===== config.mk =====
export PLATFORM = sky130hd
export DESIGN_NAME = fwd_hazard_scoreboard_flat
export DESIGN_NICKNAME = d
export VERILOG_FILES = /design/src/rtl/fwd_hazard_scoreboard_pkg.sv /design/src/rtl/fwd_hazard_scoreboard_if.sv /design/src/rtl/fwd_hazard_scoreboard_fwd_select.sv /design/src/rtl/fwd_hazard_scoreboard.sv /design/src/flat_wrapper.sv
export SDC_FILE = /design/constraint.sdc
export NUM_CORES = 1
export LEC_CHECK = 0
export BUFFER_PORTS_ARGS = -buffer_cell sky130_fd_sc_hd__buf_2
export CAP_MARGIN = 0
export CELL_PAD_IN_SITES_DETAIL_PLACEMENT = 1
export CELL_PAD_IN_SITES_GLOBAL_PLACEMENT = 1
export CORE_UTILIZATION = 29
export DETAILED_ROUTE_END_ITERATION = 16
export PLACE_DENSITY_LB_ADDON = 0.1
export SKIP_LAST_GASP = 1
export SLEW_MARGIN = 20
export SYNTH_ARGS = -nofsm -noshare
export SYNTH_HDL_FRONTEND = slang
export SYNTH_SLANG_ARGS = --single-unit

===== constraint.sdc =====
create_clock -name clk -period 1.85 [get_ports clk]
set_input_delay 0.2775 -clock clk [delete_from_list [all_inputs] [get_ports clk]]
set_output_delay 0.2775 -clock clk [all_outputs]
set_load 0.02 [all_outputs]

===== src/rtl/fwd_hazard_scoreboard_pkg.sv =====
// Shared encodings for execute-stage forwarding and the multi-cycle scoreboard.
// Pure declarations: no logic, no latency, no flow control.
package hazard_pkg;

  localparam int SEL_W = 3;

  localparam logic [SEL_W-1:0] FWD_REGFILE = 3'b000;
  localparam logic [SEL_W-1:0] FWD_WB      = 3'b001;
  localparam logic [SEL_W-1:0] FWD_MEM     = 3'b010;

  typedef enum logic {
    MC_IDLE = 1'b0,
    MC_BUSY = 1'b1
  } mc_state_t;

  // A producer writing both files satisfies either reader class.
  function automatic logic class_match(input logic rs_vec, input logic wre, input logic wre_vec);
    return rs_vec ? wre_vec : wre;
  endfunction

endpackage


===== src/rtl/fwd_hazard_scoreboard_if.sv =====
// Pipeline-side bundle of decode/execute/memory/writeback fields and hazard controls.
// master = pipeline registers driving the hazard unit; slave = the hazard unit itself.
interface fwd_hazard_scoreboard_if #(
  parameter int REG_AW  = 5,
  parameter int NUM_SRC = 2
);
  logic [NUM_SRC*REG_AW-1:0] rs_decode;
  logic [NUM_SRC-1:0]        rs_vec_decode;
  logic [NUM_SRC-1:0]        rs_used_decode;
  logic [REG_AW-1:0]         rd_decode;
  logic                      mc_issue_decode;
  logic [NUM_SRC*REG_AW-1:0] rs_execute;
  logic [NUM_SRC-1:0]        rs_vec_execute;
  logic [REG_AW-1:0]         rd_execute;
  logic                      wre_execute;
  logic                      wre_vector_execute;
  logic                      mem_read_execute;
  logic [REG_AW-1:0]         rd_memory;
  logic                      wre_memory;
  logic                      wre_vector_memory;
  logic [REG_AW-1:0]         rd_writeback;
  logic                      wre_writeback;
  logic                      wre_vector_writeback;
  logic [NUM_SRC*3-1:0]      select_forward;
  logic                      stall_fetch;
  logic                      stall_decode;
  logic                      flush_execute;
  logic                      mc_busy;
  logic [REG_AW-1:0]         mc_rd;
  logic                      mc_done;

  modport master (
    output rs_decode, rs_vec_decode, rs_used_decode, rd_decode, mc_issue_decode,
           rs_execute, rs_vec_execute, rd_execute, wre_execute, wre_vector_execute,
           mem_read_execute, rd_memory, wre_memory, wre_vector_memory,
           rd_writeback, wre_writeback, wre_vector_writeback,
    input  select_forward, stall_fetch, stall_decode, flush_execute, mc_busy, mc_rd, mc_done
  );

  modport slave (
    input  rs_decode, rs_vec_decode, rs_used_decode, rd_decode, mc_issue_decode,
           rs_execute, rs_vec_execute, rd_execute, wre_execute, wre_vector_execute,
           mem_read_execute, rd_memory, wre_memory, wre_vector_memory,
           rd_writeback, wre_writeback, wre_vector_writeback,
    output select_forward, stall_fetch, stall_decode, flush_execute, mc_busy, mc_rd, mc_done
  );
endinterface


===== src/rtl/fwd_hazard_scoreboard_fwd_select.sv =====
// Single-operand class-aware forwarding priority selector (memory over writeback).
// Purely combinational, zero latency, no flow control.
module fwd_select
  import hazard_pkg::*;
#(
  parameter int REG_AW         = 5,
  parameter bit ZERO_HARDWIRED = 1'b0
) (
  input  logic [REG_AW-1:0] i_rs,
  input  logic              i_rs_vec,
  input  logic [REG_AW-1:0] i_rd_mem,
  input  logic              i_wre_mem,
  input  logic              i_wre_vec_mem,
  input  logic [REG_AW-1:0] i_rd_wb,
  input  logic              i_wre_wb,
  input  logic              i_wre_vec_wb,
  output logic [SEL_W-1:0]  o_sel
);

  logic w_zero;
  logic w_hit_mem;
  logic w_hit_wb;

  assign w_zero    = ZERO_HARDWIRED && (i_rs == '0);
  assign w_hit_mem = (i_rs == i_rd_mem) && class_match(i_rs_vec, i_wre_mem, i_wre_vec_mem);
  assign w_hit_wb  = (i_rs == i_rd_wb)  && class_match(i_rs_vec, i_wre_wb,  i_wre_vec_wb);

  always_comb begin
    o_sel = FWD_REGFILE;
    if (!w_zero) begin
      if (w_hit_mem)     o_sel = FWD_MEM;
      else if (w_hit_wb) o_sel = FWD_WB;
    end
  end

endmodule


===== src/rtl/fwd_hazard_scoreboard.sv =====
// Execute-stage forwarding selects, load-use/multi-cycle stall detection, single-entry mc scoreboard.
// Selects and stall/flush are combinational (0 cycles); mc_busy/mc_rd/mc_done are registered.
module fwd_hazard_scoreboard
  import hazard_pkg::*;
#(
  parameter int REG_AW         = 5,
  parameter int NUM_SRC        = 2,
  parameter int MC_LAT         = 4,
  parameter bit ZERO_HARDWIRED = 1'b0
) (
  input logic                   clk,
  input logic                   rst_n,
  fwd_hazard_scoreboard_if.slave bus
);

  localparam int CNT_W = $clog2(MC_LAT + 1);

  mc_state_t            r_state;
  logic [CNT_W-1:0]     r_cnt;
  logic [REG_AW-1:0]    r_mc_rd;
  logic                 r_mc_done;
  logic [NUM_SRC*3-1:0] w_sel;
  logic                 w_lu_hit;
  logic                 w_mc_hit;
  logic                 w_busy;
  logic                 w_stall;

  for (genvar g = 0; g < NUM_SRC; g++) begin : g_src
    fwd_select #(
      .REG_AW        (REG_AW),
      .ZERO_HARDWIRED(ZERO_HARDWIRED)
    ) u_fwd_select (
      .i_rs         (bus.rs_execute[g*REG_AW +: REG_AW]),
      .i_rs_vec     (bus.rs_vec_execute[g]),
      .i_rd_mem     (bus.rd_memory),
      .i_wre_mem    (bus.wre_memory),
      .i_wre_vec_mem(bus.wre_vector_memory),
      .i_rd_wb      (bus.rd_writeback),
      .i_wre_wb     (bus.wre_writeback),
      .i_wre_vec_wb (bus.wre_vector_writeback),
      .o_sel        (w_sel[g*3 +: 3])
    );
  end

  always_comb begin : p_hit
    logic [REG_AW-1:0] v_rs;
    logic              v_ok;
    w_lu_hit = 1'b0;
    w_mc_hit = 1'b0;
    v_rs     = '0;
    v_ok     = 1'b0;
    for (int i = 0; i < NUM_SRC; i++) begin
      v_rs = bus.rs_decode[i*REG_AW +: REG_AW];
      v_ok = bus.rs_used_decode[i] && !(ZERO_HARDWIRED && (v_rs == '0));
      if (v_ok && (v_rs == bus.rd_execute) &&
          class_match(bus.rs_vec_decode[i], bus.wre_execute, bus.wre_vector_execute))
        w_lu_hit = 1'b1;
      if (v_ok && bus.rs_vec_decode[i] && (v_rs == r_mc_rd))
        w_mc_hit = 1'b1;
    end
  end

  assign w_busy  = (r_state == MC_BUSY);
  assign w_stall = (bus.mem_read_execute && w_lu_hit) ||
                   (w_busy && (w_mc_hit || bus.mc_issue_decode));

  // mc_done is registered so that it is high during the last BUSY cycle (cnt==0).
  always_ff @(posedge clk or negedge rst_n) begin
    if (!rst_n) begin
      r_state   <= MC_IDLE;
      r_cnt     <= '0;
      r_mc_rd   <= '0;
      r_mc_done <= 1'b0;
    end else begin
      r_mc_done <= 1'b0;
      case (r_state)
        MC_IDLE: begin
          if (bus.mc_issue_decode && !w_stall) begin
            r_state   <= MC_BUSY;
            r_cnt     <= CNT_W'(MC_LAT - 1);
            r_mc_rd   <= bus.rd_decode;
            r_mc_done <= (MC_LAT == 1);
          end
        end
        MC_BUSY: begin
          if (r_cnt != '0) begin
            r_cnt     <= r_cnt - CNT_W'(1);
            r_mc_done <= (r_cnt == CNT_W'(1));
          end else begin
            r_state <= MC_IDLE;
          end
        end
        default: r_state <= MC_IDLE;
      endcase
    end
  end

  assign bus.select_forward = w_sel;
  assign bus.stall_fetch    = w_stall;
  assign bus.stall_decode   = w_stall;
  assign bus.flush_execute  = w_stall;
  assign bus.mc_busy        = w_busy;
  assign bus.mc_rd          = r_mc_rd;
  assign bus.mc_done        = r_mc_done;

endmodule


===== src/flat_wrapper.sv =====
// flat-port wrapper written by rule: the top's interface ports become plain ports
module fwd_hazard_scoreboard_flat import hazard_pkg::*;
#(
  parameter int REG_AW         = 5,
  parameter int NUM_SRC        = 2,
  parameter int MC_LAT         = 4,
  parameter bit ZERO_HARDWIRED = 1'b0
)
  (clk, rst_n, bus_rs_decode, bus_rs_vec_decode, bus_rs_used_decode, bus_rd_decode, bus_mc_issue_decode, bus_rs_execute, bus_rs_vec_execute, bus_rd_execute, bus_wre_execute, bus_wre_vector_execute, bus_mem_read_execute, bus_rd_memory, bus_wre_memory, bus_wre_vector_memory, bus_rd_writeback, bus_wre_writeback, bus_wre_vector_writeback, bus_select_forward, bus_stall_fetch, bus_stall_decode, bus_flush_execute, bus_mc_busy, bus_mc_rd, bus_mc_done);
  fwd_hazard_scoreboard_if #(.REG_AW(REG_AW), .NUM_SRC(NUM_SRC)) bus_i ();
  input logic clk;
  input logic rst_n;
  input wire logic [$bits(bus_i.rs_decode)-1:0] bus_rs_decode;
  input wire logic [$bits(bus_i.rs_vec_decode)-1:0] bus_rs_vec_decode;
  input wire logic [$bits(bus_i.rs_used_decode)-1:0] bus_rs_used_decode;
  input wire logic [$bits(bus_i.rd_decode)-1:0] bus_rd_decode;
  input wire logic [$bits(bus_i.mc_issue_decode)-1:0] bus_mc_issue_decode;
  input wire logic [$bits(bus_i.rs_execute)-1:0] bus_rs_execute;
  input wire logic [$bits(bus_i.rs_vec_execute)-1:0] bus_rs_vec_execute;
  input wire logic [$bits(bus_i.rd_execute)-1:0] bus_rd_execute;
  input wire logic [$bits(bus_i.wre_execute)-1:0] bus_wre_execute;
  input wire logic [$bits(bus_i.wre_vector_execute)-1:0] bus_wre_vector_execute;
  input wire logic [$bits(bus_i.mem_read_execute)-1:0] bus_mem_read_execute;
  input wire logic [$bits(bus_i.rd_memory)-1:0] bus_rd_memory;
  input wire logic [$bits(bus_i.wre_memory)-1:0] bus_wre_memory;
  input wire logic [$bits(bus_i.wre_vector_memory)-1:0] bus_wre_vector_memory;
  input wire logic [$bits(bus_i.rd_writeback)-1:0] bus_rd_writeback;
  input wire logic [$bits(bus_i.wre_writeback)-1:0] bus_wre_writeback;
  input wire logic [$bits(bus_i.wre_vector_writeback)-1:0] bus_wre_vector_writeback;
  output wire logic [$bits(bus_i.select_forward)-1:0] bus_select_forward;
  output wire logic [$bits(bus_i.stall_fetch)-1:0] bus_stall_fetch;
  output wire logic [$bits(bus_i.stall_decode)-1:0] bus_stall_decode;
  output wire logic [$bits(bus_i.flush_execute)-1:0] bus_flush_execute;
  output wire logic [$bits(bus_i.mc_busy)-1:0] bus_mc_busy;
  output wire logic [$bits(bus_i.mc_rd)-1:0] bus_mc_rd;
  output wire logic [$bits(bus_i.mc_done)-1:0] bus_mc_done;
  assign bus_i.rs_decode = bus_rs_decode;
  assign bus_i.rs_vec_decode = bus_rs_vec_decode;
  assign bus_i.rs_used_decode = bus_rs_used_decode;
  assign bus_i.rd_decode = bus_rd_decode;
  assign bus_i.mc_issue_decode = bus_mc_issue_decode;
  assign bus_i.rs_execute = bus_rs_execute;
  assign bus_i.rs_vec_execute = bus_rs_vec_execute;
  assign bus_i.rd_execute = bus_rd_execute;
  assign bus_i.wre_execute = bus_wre_execute;
  assign bus_i.wre_vector_execute = bus_wre_vector_execute;
  assign bus_i.mem_read_execute = bus_mem_read_execute;
  assign bus_i.rd_memory = bus_rd_memory;
  assign bus_i.wre_memory = bus_wre_memory;
  assign bus_i.wre_vector_memory = bus_wre_vector_memory;
  assign bus_i.rd_writeback = bus_rd_writeback;
  assign bus_i.wre_writeback = bus_wre_writeback;
  assign bus_i.wre_vector_writeback = bus_wre_vector_writeback;
  assign bus_select_forward = bus_i.select_forward;
  assign bus_stall_fetch = bus_i.stall_fetch;
  assign bus_stall_decode = bus_i.stall_decode;
  assign bus_flush_execute = bus_i.flush_execute;
  assign bus_mc_busy = bus_i.mc_busy;
  assign bus_mc_rd = bus_i.mc_rd;
  assign bus_mc_done = bus_i.mc_done;
  fwd_hazard_scoreboard #(.REG_AW(REG_AW), .NUM_SRC(NUM_SRC), .MC_LAT(MC_LAT), .ZERO_HARDWIRED(ZERO_HARDWIRED)) u_core (.clk(clk), .rst_n(rst_n), .bus(bus_i));
endmodule

==> results.json <==
{
  "numCtsBuffers": 3,
  "startpoint": "u_core.bus.mc_rd[4]$_DFFE_PN0P_",
  "final_layout_size_suffix_gt1_share_pct": 53.3,
  "netlist_area_um2": 1090,
  "cts_tree": "built",
  "wl_per_cell_um": 14.1,
  "core_area_um2": 3470,
  "grt_max_degree": 11,
  "clk_path_buf_depth": 2,
  "synth_edf_count": 0,
  "overflow": 0,
  "hold_viol": 0,
  "synth_cell_types": 33,
  "die_w_um": 63.2,
  "powerDensity_nw_per_um2": 1090,
  "rrSetupSlack_ns": 0.31,
  "synth_seq_cells": 10,
  "grt_pass1_wl_um": 5010,
  "antenna_left": 0,
  "initial_core_util_pct": 31.3,
  "worstSetupStartpointType": "register",
  "cp_slowest_cell": "dfrtp_2",
  "synthCells": 107,
  "nNetsFinal": 242,
  "stdcell_count": 228,
  "end_kind": "primary output",
  "grt.total_usage_pct": 16.2,
  "h-tree-depth": 1,
  "drtIter0Drc": 33,
  "die_h_um": 63.2,
  "routabilityCongestion": 0.837,
  "yosysWarnings": 0,
  "area_delta_synth_final_pct": 44.6,
  "fmax_mhz": 504,
  "slew-limit-headroom_pct": 62.0,
  "yosys.area.top_type": "dfrtp_1",
  "synth_ff_type": "dfrtp_1",
  "worstPathRequired_ns": 1.57,
  "ios": 72,
  "clkSinkCount": 10,
  "dp_hpwl_um": 2800,
  "yosysTopAreaCellShare_pct": 23.0,
  "yosys-top-cells-area": "dfrtp_1, xnor2_1, xor2_1",
  "final_area_um2": 1570,
  "totalWireLength_um": 3230,
  "ir_drop_uv": 578,
  "critPathArrivalTime_ns": 1.70,
  "fill_cells": 442,
  "power_w": 0.00171,
  "drc": 0,
  "timing.rr.end": "u_core.r_cnt[0]$_DFFE_PN0P_",
  "crit_path_end": "bus_flush_execute",
  "min_period_ns": 1.98,
  "crit_type": "reg -> out",
  "reg2reg_depth": 5,
  "yosysMostFrequentCell": "xnor2_1",
  "failed_checks": "setup timing",
  "async_reset_ff_share_pct": 100,
  "slowest_delay_ns": 0.41,
  "firstDrtPassIters": 4,
  "row_count": 21,
  "outcome": "finished, violations left",
  "p_leak_nw": 0.737,
  "finalCritPeriodShare_pct": 107,
  "seq_area_frac_synth_pct": 23.0,
  "port_buffers": 69,
  "worst_pin_slew_ns": 0.569,
  "dpl-instance-area_um2": 1480,
  "dp_cells": 220,
  "synth_common_cells": "xnor2_1, xor2_1, dfrtp_1",
  "grt_pass1_vias": 1061,
  "crit_chain": "xor2_1 > nor4_1 > a41oi_1 > o21ai_1 > a221o_1 > buf_2",
  "dieArea_um2": 3990,
  "num_vias": 1049,
  "cts-root-buf": "clkbuf_8",
  "final_max_slew_viol_count": 0,
  "routed_via_density": 4.60,
  "synth_area_per_cell_um2": 10.1,
  "finalSetupViolCount": 3,
  "fin_skew_ns": 0.00426,
  "critPathMaxFanout": 3,
  "path_clk_slew_ns": 0.05,
  "rr_startpoint": "u_core.r_cnt[0]$_DFFE_PN0P_",
  "drv_cap": 0,
  "antenna_found_initial": 0,
  "fin_ws_ns": -0.132,
  "insertedDiodeCount": 0,
  "rsz0062_at_grt": "yes",
  "clkLatencyLatePin_ns": 0.24,
  "holdCritPathClass": "in -> reg"
}
## layout by cell type (no fill, tap or decap), drive strengths merged, types with 2 or more instances in the layout
master	netlist	routed
buf	6	75
clkbuf	0	4
conb	1	2
dfrtp	10	10
ha	3	3
inv	3	3
mux2	8	8
mux2i	3	3
nand2	2	2
nand3	3	3
nand4	6	6
nor3	2	2
nor4	5	5
o21ai	2	2
or2	2	2
xnor2	26	26
xor2	14	14
## worst min-delay path by stage
stage                startpoint                         endpoint  slack, ns  cells past startpoint
6_report       bus_rd_decode[3]  u_core.bus.mc_rd[3]$_DFFE_PN0P_       0.26                      2
5_1_grt        bus_rd_decode[3]  u_core.bus.mc_rd[3]$_DFFE_PN0P_       0.25                      2
4_1_cts        bus_rd_decode[3]  u_core.bus.mc_rd[3]$_DFFE_PN0P_       0.26                      2
3_5_place_dp              rst_n      u_core.r_cnt[0]$_DFFE_PN0P_       0.15                      1
3_3_place_gp              rst_n      u_core.r_cnt[0]$_DFFE_PN0P_       0.15                      1
2_1_floorplan             rst_n     u_core.bus.mc_busy$_DFF_PN0_      -0.02                      0
## registers in the layout, indices dropped and copies added (netlist names)
register            count
u_core.bus.mc_busy      1
u_core.bus.mc_done      1
u_core.bus.mc_rd        5
u_core.r_cnt            3
## final cells by class
type                       instances  area (µm²)  share of cell area [%]
inverter                           3        11.3                   0.717
clock buffer                       4        55.1                    3.51
tap                               46        57.6                    3.67
timing repair buffer              76         400                    25.5
multi-input combinational         89         791                    50.4
sequential                        10         255                    16.3
## logic make-up after synthesis
logic type                 after synthesis  share of synthesized area (%)
xor gates and xnor gates                40                           32.3
and+or+nand+nor                         24                           15.6
muxes                                   11                           12.8
DFF                                     10                           23.0
AOI/OAI and AO/OA                        9                           7.37
buffers and inverters                    9                           5.18
adders and majority gates                3                           3.46
other                                    1                          0.345
## per-layer routing
metal	global-route usage, %	vias to the layer above	part of all wire (%)	routed length, µm
met1	22.0	495	46	1470
met3	1.99	2	4.4	141
li1	-	517	-	-
met5	0	-	0	0
met4	5.97	0	0.81	26
met2	26.2	35	49	1590
## report_power, final
group	switching (W)	internal, W	total (W)
Clock	0.0000918	0.000188	0.000279
Combinational	0.000497	0.000503	0.00100
Sequential	0.000100	0.000336	0.000436
## critical path, delay by kind of cell (launching register included)
family / cells / cell delay [ns]
AO/OA/AOI/OAI: 3 / 0.63
XOR/XNOR: 1 / 0.18
buffers and inverters: 1 / 0.17
flip-flops: 1 / 0.41
AND/OR/NAND/NOR: 1 / 0.08
## per-stage QoR
step | utilization (%) | hold WS (ns) | TNS, ns | setup WS (ns)
2_1_floorplan | - | -0.0181 | 0 | 0.0146
3_3_place_gp | 42.5 | 0.145 | 0 | 0.0320
3_5_place_dp | 42.5 | 0.154 | 0 | 0.00313
4_1_cts | 44.6 | 0.258 | -0.428 | -0.143
5_1_grt | 45.3 | 0.254 | -0.650 | -0.218
6_report | 45.3 | 0.262 | -0.396 | -0.132
## repair_timing
item	CTS	global route
endpoints found under the setup margin	3	3
buffers inserted	1	2
pin swaps	1	1
endpoints found under the hold margin	10	0
hold buffers	1	0
gates resized for setup	0	1
No activity file was read; power rests on OpenSTA's default activity.
